`src/rtl/cpu_regfile_ctx.sv`:
```
// 6502-style register file (A, X, Y, SP, PC, PS) with a hardware context
// save/restore sequencer. The sequencer pushes PCH, PCL, PS onto the stack
// page or pulls PS, PCL, PCH back over a req/ack memory port. It serves
// as the interrupt-entry and RTI engine.
module cpu_regfile_ctx #(
    parameter int                   DATA_W     = 8,
    parameter int                   ADDR_W     = 16,
    parameter logic [ADDR_W-1:0]    PC_RESET   = 16'h1000,
    parameter logic [DATA_W-1:0]    SP_RESET   = 8'hFD,
    parameter logic [DATA_W-1:0]    PS_RESET   = 8'h34,
    parameter logic [DATA_W-1:0]    STACK_PAGE = 8'h01,
    parameter int                   IMASK_BIT  = 2
) (
    input  logic                clk,
    input  logic                reset,
    input  logic                we_a,
    input  logic                we_x,
    input  logic                we_y,
    input  logic                we_sp,
    input  logic                we_pc,
    input  logic                pc_inc,
    input  logic [1:0]          sp_op,
    input  logic [DATA_W-1:0]   data_in,
    input  logic [ADDR_W-1:0]   pc_in,
    input  logic [DATA_W-1:0]   flags_in,
    input  logic [DATA_W-1:0]   flags_mask,
    input  logic                ctx_save,
    input  logic                ctx_restore,
    output logic                ctx_busy,
    output logic                ctx_done,
    output logic                mem_req,
    output logic                mem_we,
    output logic [ADDR_W-1:0]   mem_addr,
    output logic [DATA_W-1:0]   mem_wdata,
    input  logic [DATA_W-1:0]   mem_rdata,
    input  logic                mem_ack,
    output logic [DATA_W-1:0]   A,
    output logic [DATA_W-1:0]   X,
    output logic [DATA_W-1:0]   Y,
    output logic [DATA_W-1:0]   SP,
    output logic [DATA_W-1:0]   PS,
    output logic [ADDR_W-1:0]   PC
);

    localparam logic [DATA_W-1:0] ONE_D = 1;
    localparam logic [ADDR_W-1:0] ONE_A = 1;

    typedef enum logic [2:0] {
        IDLE, S_PCH, S_PCL, S_PS, R_PS, R_PCL, R_PCH, DONE
    } state_t;

    state_t             state_reg;
    logic [DATA_W-1:0]  a_reg, x_reg, y_reg, sp_reg, ps_reg, pcl_hold_reg;
    logic [ADDR_W-1:0]  pc_reg;
    logic               busy_reg, done_reg, req_reg, mem_we_reg;
    logic [ADDR_W-1:0]  mem_addr_reg;
    logic [DATA_W-1:0]  mem_wdata_reg;

    // Values SP/PC/PS take at the next edge when the sequencer is idle.
    logic [DATA_W-1:0]  sp_idle_next, sp_idle_inc, ps_idle_next;
    logic [ADDR_W-1:0]  pc_idle_next;
    logic [DATA_W-1:0]  sp_inc, sp_inc2, sp_dec;

    // Idle-state SP and PC update: explicit load beats arithmetic.
    always_comb begin
        sp_idle_next = sp_reg;
        if (we_sp)
            sp_idle_next = data_in;
        else if (sp_op == 2'b01)
            sp_idle_next = sp_reg + ONE_D;
        else if (sp_op == 2'b10)
            sp_idle_next = sp_reg - ONE_D;

        pc_idle_next = pc_reg;
        if (we_pc)
            pc_idle_next = pc_in;
        else if (pc_inc)
            pc_idle_next = pc_reg + ONE_A;
    end

    // Per-bit masked flag merge.
    generate
        for (genvar gi = 0; gi < DATA_W; gi++) begin : g_flag
            assign ps_idle_next[gi] = flags_mask[gi] ? flags_in[gi] : ps_reg[gi];
        end
    endgenerate

    assign sp_idle_inc = sp_idle_next + ONE_D;
    assign sp_inc      = sp_reg + ONE_D;
    assign sp_inc2     = sp_inc + ONE_D;
    assign sp_dec      = sp_reg - ONE_D;

    // A/X/Y loads are honoured regardless of sequencer activity.
    always_ff @(posedge clk or posedge reset) begin
        if (reset) begin
            a_reg <= '0;
            x_reg <= '0;
            y_reg <= '0;
        end else begin
            if (we_a) a_reg <= data_in;
            if (we_x) x_reg <= data_in;
            if (we_y) y_reg <= data_in;
        end
    end

    // Sequencer with SP/PC/PS ownership and registered memory-port outputs.
    // Stack addresses are computed one cycle ahead so that mem_addr stays
    // stable for the whole handshake and only moves after an ack.
    always_ff @(posedge clk or posedge reset) begin
        if (reset) begin
            state_reg     <= IDLE;
            sp_reg        <= SP_RESET;
            ps_reg        <= PS_RESET;
            pc_reg        <= PC_RESET;
            pcl_hold_reg  <= '0;
            busy_reg      <= 1'b0;
            done_reg      <= 1'b0;
            req_reg       <= 1'b0;
            mem_we_reg    <= 1'b0;
            mem_addr_reg  <= '0;
            mem_wdata_reg <= '0;
        end else begin
            case (state_reg)
                IDLE: begin
                    sp_reg <= sp_idle_next;
                    pc_reg <= pc_idle_next;
                    ps_reg <= ps_idle_next;
                    if (ctx_save) begin
                        state_reg     <= S_PCH;
                        busy_reg      <= 1'b1;
                        req_reg       <= 1'b1;
                        mem_we_reg    <= 1'b1;
                        mem_addr_reg  <= {STACK_PAGE, sp_idle_next};
                        mem_wdata_reg <= pc_idle_next[ADDR_W-1:DATA_W];
                    end else if (ctx_restore) begin
                        state_reg    <= R_PS;
                        busy_reg     <= 1'b1;
                        req_reg      <= 1'b1;
                        mem_we_reg   <= 1'b0;
                        mem_addr_reg <= {STACK_PAGE, sp_idle_inc};
                    end
                end
                S_PCH: if (mem_ack) begin
                    sp_reg        <= sp_dec;
                    state_reg     <= S_PCL;
                    mem_addr_reg  <= {STACK_PAGE, sp_dec};
                    mem_wdata_reg <= pc_reg[DATA_W-1:0];
                end
                S_PCL: if (mem_ack) begin
                    sp_reg        <= sp_dec;
                    state_reg     <= S_PS;
                    mem_addr_reg  <= {STACK_PAGE, sp_dec};
                    mem_wdata_reg <= ps_reg;
                end
                S_PS: if (mem_ack) begin
                    // The pushed copy is the value before the interrupt mask is set.
                    sp_reg              <= sp_dec;
                    ps_reg[IMASK_BIT]   <= 1'b1;
                    state_reg           <= DONE;
                    busy_reg            <= 1'b0;
                    req_reg             <= 1'b0;
                    mem_we_reg          <= 1'b0;
                    done_reg            <= 1'b1;
                end
                R_PS: if (mem_ack) begin
                    sp_reg       <= sp_inc;
                    ps_reg       <= mem_rdata;
                    state_reg    <= R_PCL;
                    mem_addr_reg <= {STACK_PAGE, sp_inc2};
                end
                R_PCL: if (mem_ack) begin
                    sp_reg       <= sp_inc;
                    pcl_hold_reg <= mem_rdata;
                    state_reg    <= R_PCH;
                    mem_addr_reg <= {STACK_PAGE, sp_inc2};
                end
                R_PCH: if (mem_ack) begin
                    // Both PC bytes land together so PC is never half-restored.
                    sp_reg    <= sp_inc;
                    pc_reg    <= {mem_rdata, pcl_hold_reg};
                    state_reg <= DONE;
                    busy_reg  <= 1'b0;
                    req_reg   <= 1'b0;
                    done_reg  <= 1'b1;
                end
                DONE: begin
                    done_reg  <= 1'b0;
                    state_reg <= IDLE;
                end
                default: state_reg <= IDLE;
            endcase
        end
    end

    assign A         = a_reg;
    assign X         = x_reg;
    assign Y         = y_reg;
    assign SP        = sp_reg;
    assign PS        = ps_reg;
    assign PC        = pc_reg;
    assign ctx_busy  = busy_reg;
    assign ctx_done  = done_reg;
    assign mem_req   = req_reg;
    assign mem_we    = mem_we_reg;
    assign mem_addr  = mem_addr_reg;
    assign mem_wdata = mem_wdata_reg;

endmodule
```
`config.mk`:
```
export PLATFORM = sky130hd
export DESIGN_NAME = cpu_regfile_ctx
export DESIGN_NICKNAME = d
export VERILOG_FILES = /design/src/rtl/cpu_regfile_ctx.sv
export SDC_FILE = /design/constraint.sdc
export NUM_CORES = 1
export LEC_CHECK = 0
export CORE_MARGIN = 2
export CORE_UTILIZATION = 50
export CTS_CLUSTER_DIAMETER = 30
export DETAILED_ROUTE_END_ITERATION = 12
export PLACE_DENSITY = 0.91
export SLEW_MARGIN = 20
export SYNTH_ARGS = -nofsm -noshare
export SYNTH_HDL_FRONTEND = slang
export SYNTH_SLANG_ARGS = --single-unit
```
`constraint.sdc`:
```
create_clock -name clk -period 3.5 [get_ports clk]
set_input_delay 0.7 -clock clk [delete_from_list [all_inputs] [get_ports clk]]
set_output_delay 0.7 -clock clk [all_outputs]
set_load 0.02 [all_outputs]
```
==> impl_metrics.yaml <==
worst_setup_path:
  rr_endpoint: "mem_addr[6]"
  crit_type: "flop to flop"
  end_kind: "flop"
  required_ps: 3730
  cp.buffers_inverters: 3
  reg2reg_slack_ps: 400
  path_depth: 10
  crit_start: "SP[0]"
  crit_fanout: 17
  worstRegToRegCells: 10
  slowest_stage: "dfstp_2"
  path_cells: "inv_1 -> ha_1 -> inv_1 -> a2111oi_0 -> nor3_1 -> ha_1 -> nor2b_1 -> buf_4 -> a311oi_1 -> a211oi_2"
  cpPeakStageDelay_ps: 740
  rr_startpoint: "SP[0]"
  cp.arrival_ps: 3330
  cp-endpoint: "mem_addr[6]"
  critPathTopFamily: "compound AO/OA/AOI/OAI gates"
  worstSetupStartpointType: "flop"
route:
  detail_route.wirelength_um: 19400
  antenna_left: 0
  wl_per_cell_um: 20.8
  drc: 0
  vias_per_cell: 6.35
  drtIter0Drc: 933
  dr.pass1.iters: 9
  vias: 5921
cts:
  cts_sinks: 87
  cts_hold_buf: 0
  clock_latency_ps: 350
  cts_resized: 0
  cts_root_buf: "clkbuf_16"
  clk_pin_slew_ps: 70
  cts_tree: "yes"
  cts.path.max_buffers: 2
  post_cts_buffers: 0
  htree_levels: 3
  numCtsBuffers: 9
floorplan:
  die_y_um: 112
  dieArea_mm2: 0.0126
  die_x_um: 112
  core_mm2: 0.0114
  rows: 39
  start_util_pct: 51.4
  ios: 145
sta:
  period_share_pct: 88.6
  timing.hold.ws_ps: 466
  period_needed_ps: 3100
  grt_setup_unrepaired: "no"
  finalHoldViolCount: 0
  relSlewSlack_pct: 37.6
  setup_viol: 0
  finClkSkew_ps: 10.2
  finalSetupTns_ps: 0
  slew_viol_final: 0
  worst_slew_pin_slew_ps: 934
  fin_ws_ps: 398
  timing.fmax_ghz: 0.322
finish:
  area.growth.synth_to_final_pct: 31.7
  nNetsFinal: 853
  layout-drive-gt1-share_pct: 12.4
  antenna_cells: 0
  final_core_utilization_pct: 67.7
  largest_reg_flops: 16
yosys:
  synth_ff_type: "dfrtp_1"
  netlist_area_mm2: 0.00587
  synthDistinctLibCells: 76
  synth-edff-count: 0
  synth_cells: 662
  ys_ff_latch: 87
  avgSynthCellArea_um2: 8.87
  yosys_warnings: 0
  ys_seq_area_share_pct: 37.3
  async_flop_share_pct: 100
global_routing:
  overflow: 0
  grt_pass1_wl_um: 30700
  antenna_found_initial: 0
  grt_max_degree: 54
  grt_pass1_vias: 5781
  track_usage_pct: 30.7
place:
  dp_hpwl_um: 14500
  gp_congestion: 1.00
  io_buffers: 137
  dpl_worst_slack_ps: 275
power_and_ir_drop:
  ir_drop_v: 0.000688
  clkPwrFrac_pct: 15.8
  seqPwrFrac_pct: 27.7
  cell_internal_pwr_w: 0.00397
  comb_power_share_pct: 56.4
  power.density_mw_per_mm2: 944
  p_leak_nw: 3.11
  p_switching_w: 0.00333
  swShare_pct: 45.7
run:
  max_cap_viol_count: 0
run_status:
  status: "completed"
hold_path:
  min_from: "mem_addr[8]"
  hp-class: "flop to flop"
==> layout make-up <==
| cell class | count | area [um^2] |
|---|---|---|
| flip-flops and latches | 87 | 2190 |
| multi-input cells | 507 | 3380 |
| fillers | 907 | 3680 |
| clock inverters | 5 | 104 |
| clock buffers | 11 | 253 |
| well taps | 143 | 179 |
| inverters | 20 | 76.3 |
| repair buffers | 159 | 1550 |
==> placed cells by master, fill, tap and decap left out, types with 10 or more instances in the layout <==
cell type,netlist,final
nand2_1,70,70
mux2i_1,18,18
nor3_1,11,11
a221o_1,10,10
o21ai_0,38,38
clkdlybuf4s50_1,0,137
mux2_2,35,35
nor2b_1,12,12
nand3_1,12,12
buf_4,9,21
dfstp_2,11,11
dfrtp_1,76,76
nor2_1,55,55
a21oi_1,45,45
xnor2_1,20,20
inv_1,20,19
a31oi_1,14,14
==> metal layers <==
metal	GRT usage (%)	routed length (um)	vias to the layer above
met5	0	0	-
met4	10.7	495	0
met3	7.51	1980	50
met2	48.5	9110	374
met1	41.6	7830	2829
li1	-	-	2668
==> how the worst min path moves through the flow <==
| stage | depth (start not counted) | endpoint |
|---|---|---|
| after floorplan | 1 | pcl_hold_reg[1] |
| after global placement | 1 | mem_addr[8] |
| after detailed placement | 1 | mem_addr[8] |
| after CTS | 1 | mem_addr[8] |
| after global routing | 1 | mem_addr[8] |
| final | 1 | mem_addr[8] |
==> power groups by stage <==
stage | sequential [W] | combinational, W | clock, W
floorplan | 0.00211 | 0.00238 | 0
finish | 0.00203 | 0.00412 | 0.00116
detailed placement | 0.00202 | 0.00402 | 0
global route | 0.00207 | 0.00444 | 0.00120
global placement | 0.00200 | 0.00394 | 0
CTS | 0.00200 | 0.00406 | 0.00117
==> kinds of logic (layout without fill, tap and decap cells) <==
logic type | count (synthesis) | after routing | share of synthesized area (%)
AND/OR/NAND/NOR | 214 | 214 | 18.0
AO/OA/AOI/OAI | 199 | 199 | 23.2
flip-flops | 87 | 87 | 37.3
buffers and inverters | 74 | 195 | 5.80
multiplexers | 53 | 53 | 9.78
XOR/XNOR | 26 | 26 | 4.13
adder cells (fa/ha/maj) | 8 | 8 | 1.70
other | 1 | 7 | 0.0639
==> Yosys cell counts, drive strengths merged (4+ instances only) <==
| master | instances | area (um^2) |
|---|---|---|
| a31oi | 14 | 87.6 |
| nor2 | 55 | 206 |
| nor4 | 6 | 43.8 |
| o21ai | 43 | 215 |
| nand2 | 70 | 263 |
| mux2i | 18 | 180 |
| buf | 27 | 164 |
| nor3 | 11 | 55.1 |
| a211oi | 11 | 92.6 |
| ha | 8 | 100 |
| o31ai | 5 | 37.5 |
| a211o | 4 | 35.0 |
| a21oi | 45 | 225 |
| nand3b | 6 | 45.0 |
| a221o | 10 | 100 |
| nand2b | 5 | 31.3 |
| a2111oi | 4 | 41.3 |
| nor2b | 12 | 75.1 |
| dfstp | 11 | 289 |
| nor3b | 5 | 42.5 |
| nand3 | 12 | 60.1 |
| o22ai | 5 | 31.3 |
| a22oi | 5 | 37.5 |
| xnor2 | 20 | 175 |
| o211ai | 6 | 45.0 |
| a221oi | 5 | 43.8 |
| dfrtp | 76 | 1900 |
| and3 | 6 | 37.5 |
| clkbuf | 27 | 101 |
| o21a | 5 | 37.5 |
| inv | 20 | 75.1 |
| xor2 | 5 | 43.8 |
| nand4 | 5 | 37.5 |
| mux2 | 35 | 394 |
==> through the flow <==
step / instance area, um^2 / std cells / power, W
after global routing: 7730 / 932 / 0.00771
final: 7730 / 932 / 0.00730
after floorplan: 5890 / 668 / 0.00449
after CTS: 7730 / 932 / 0.00723
after global placement: 7370 / 916 / 0.00593
after detailed placement: 7380 / 916 / 0.00604
Power figures use the tool's default switching activity.
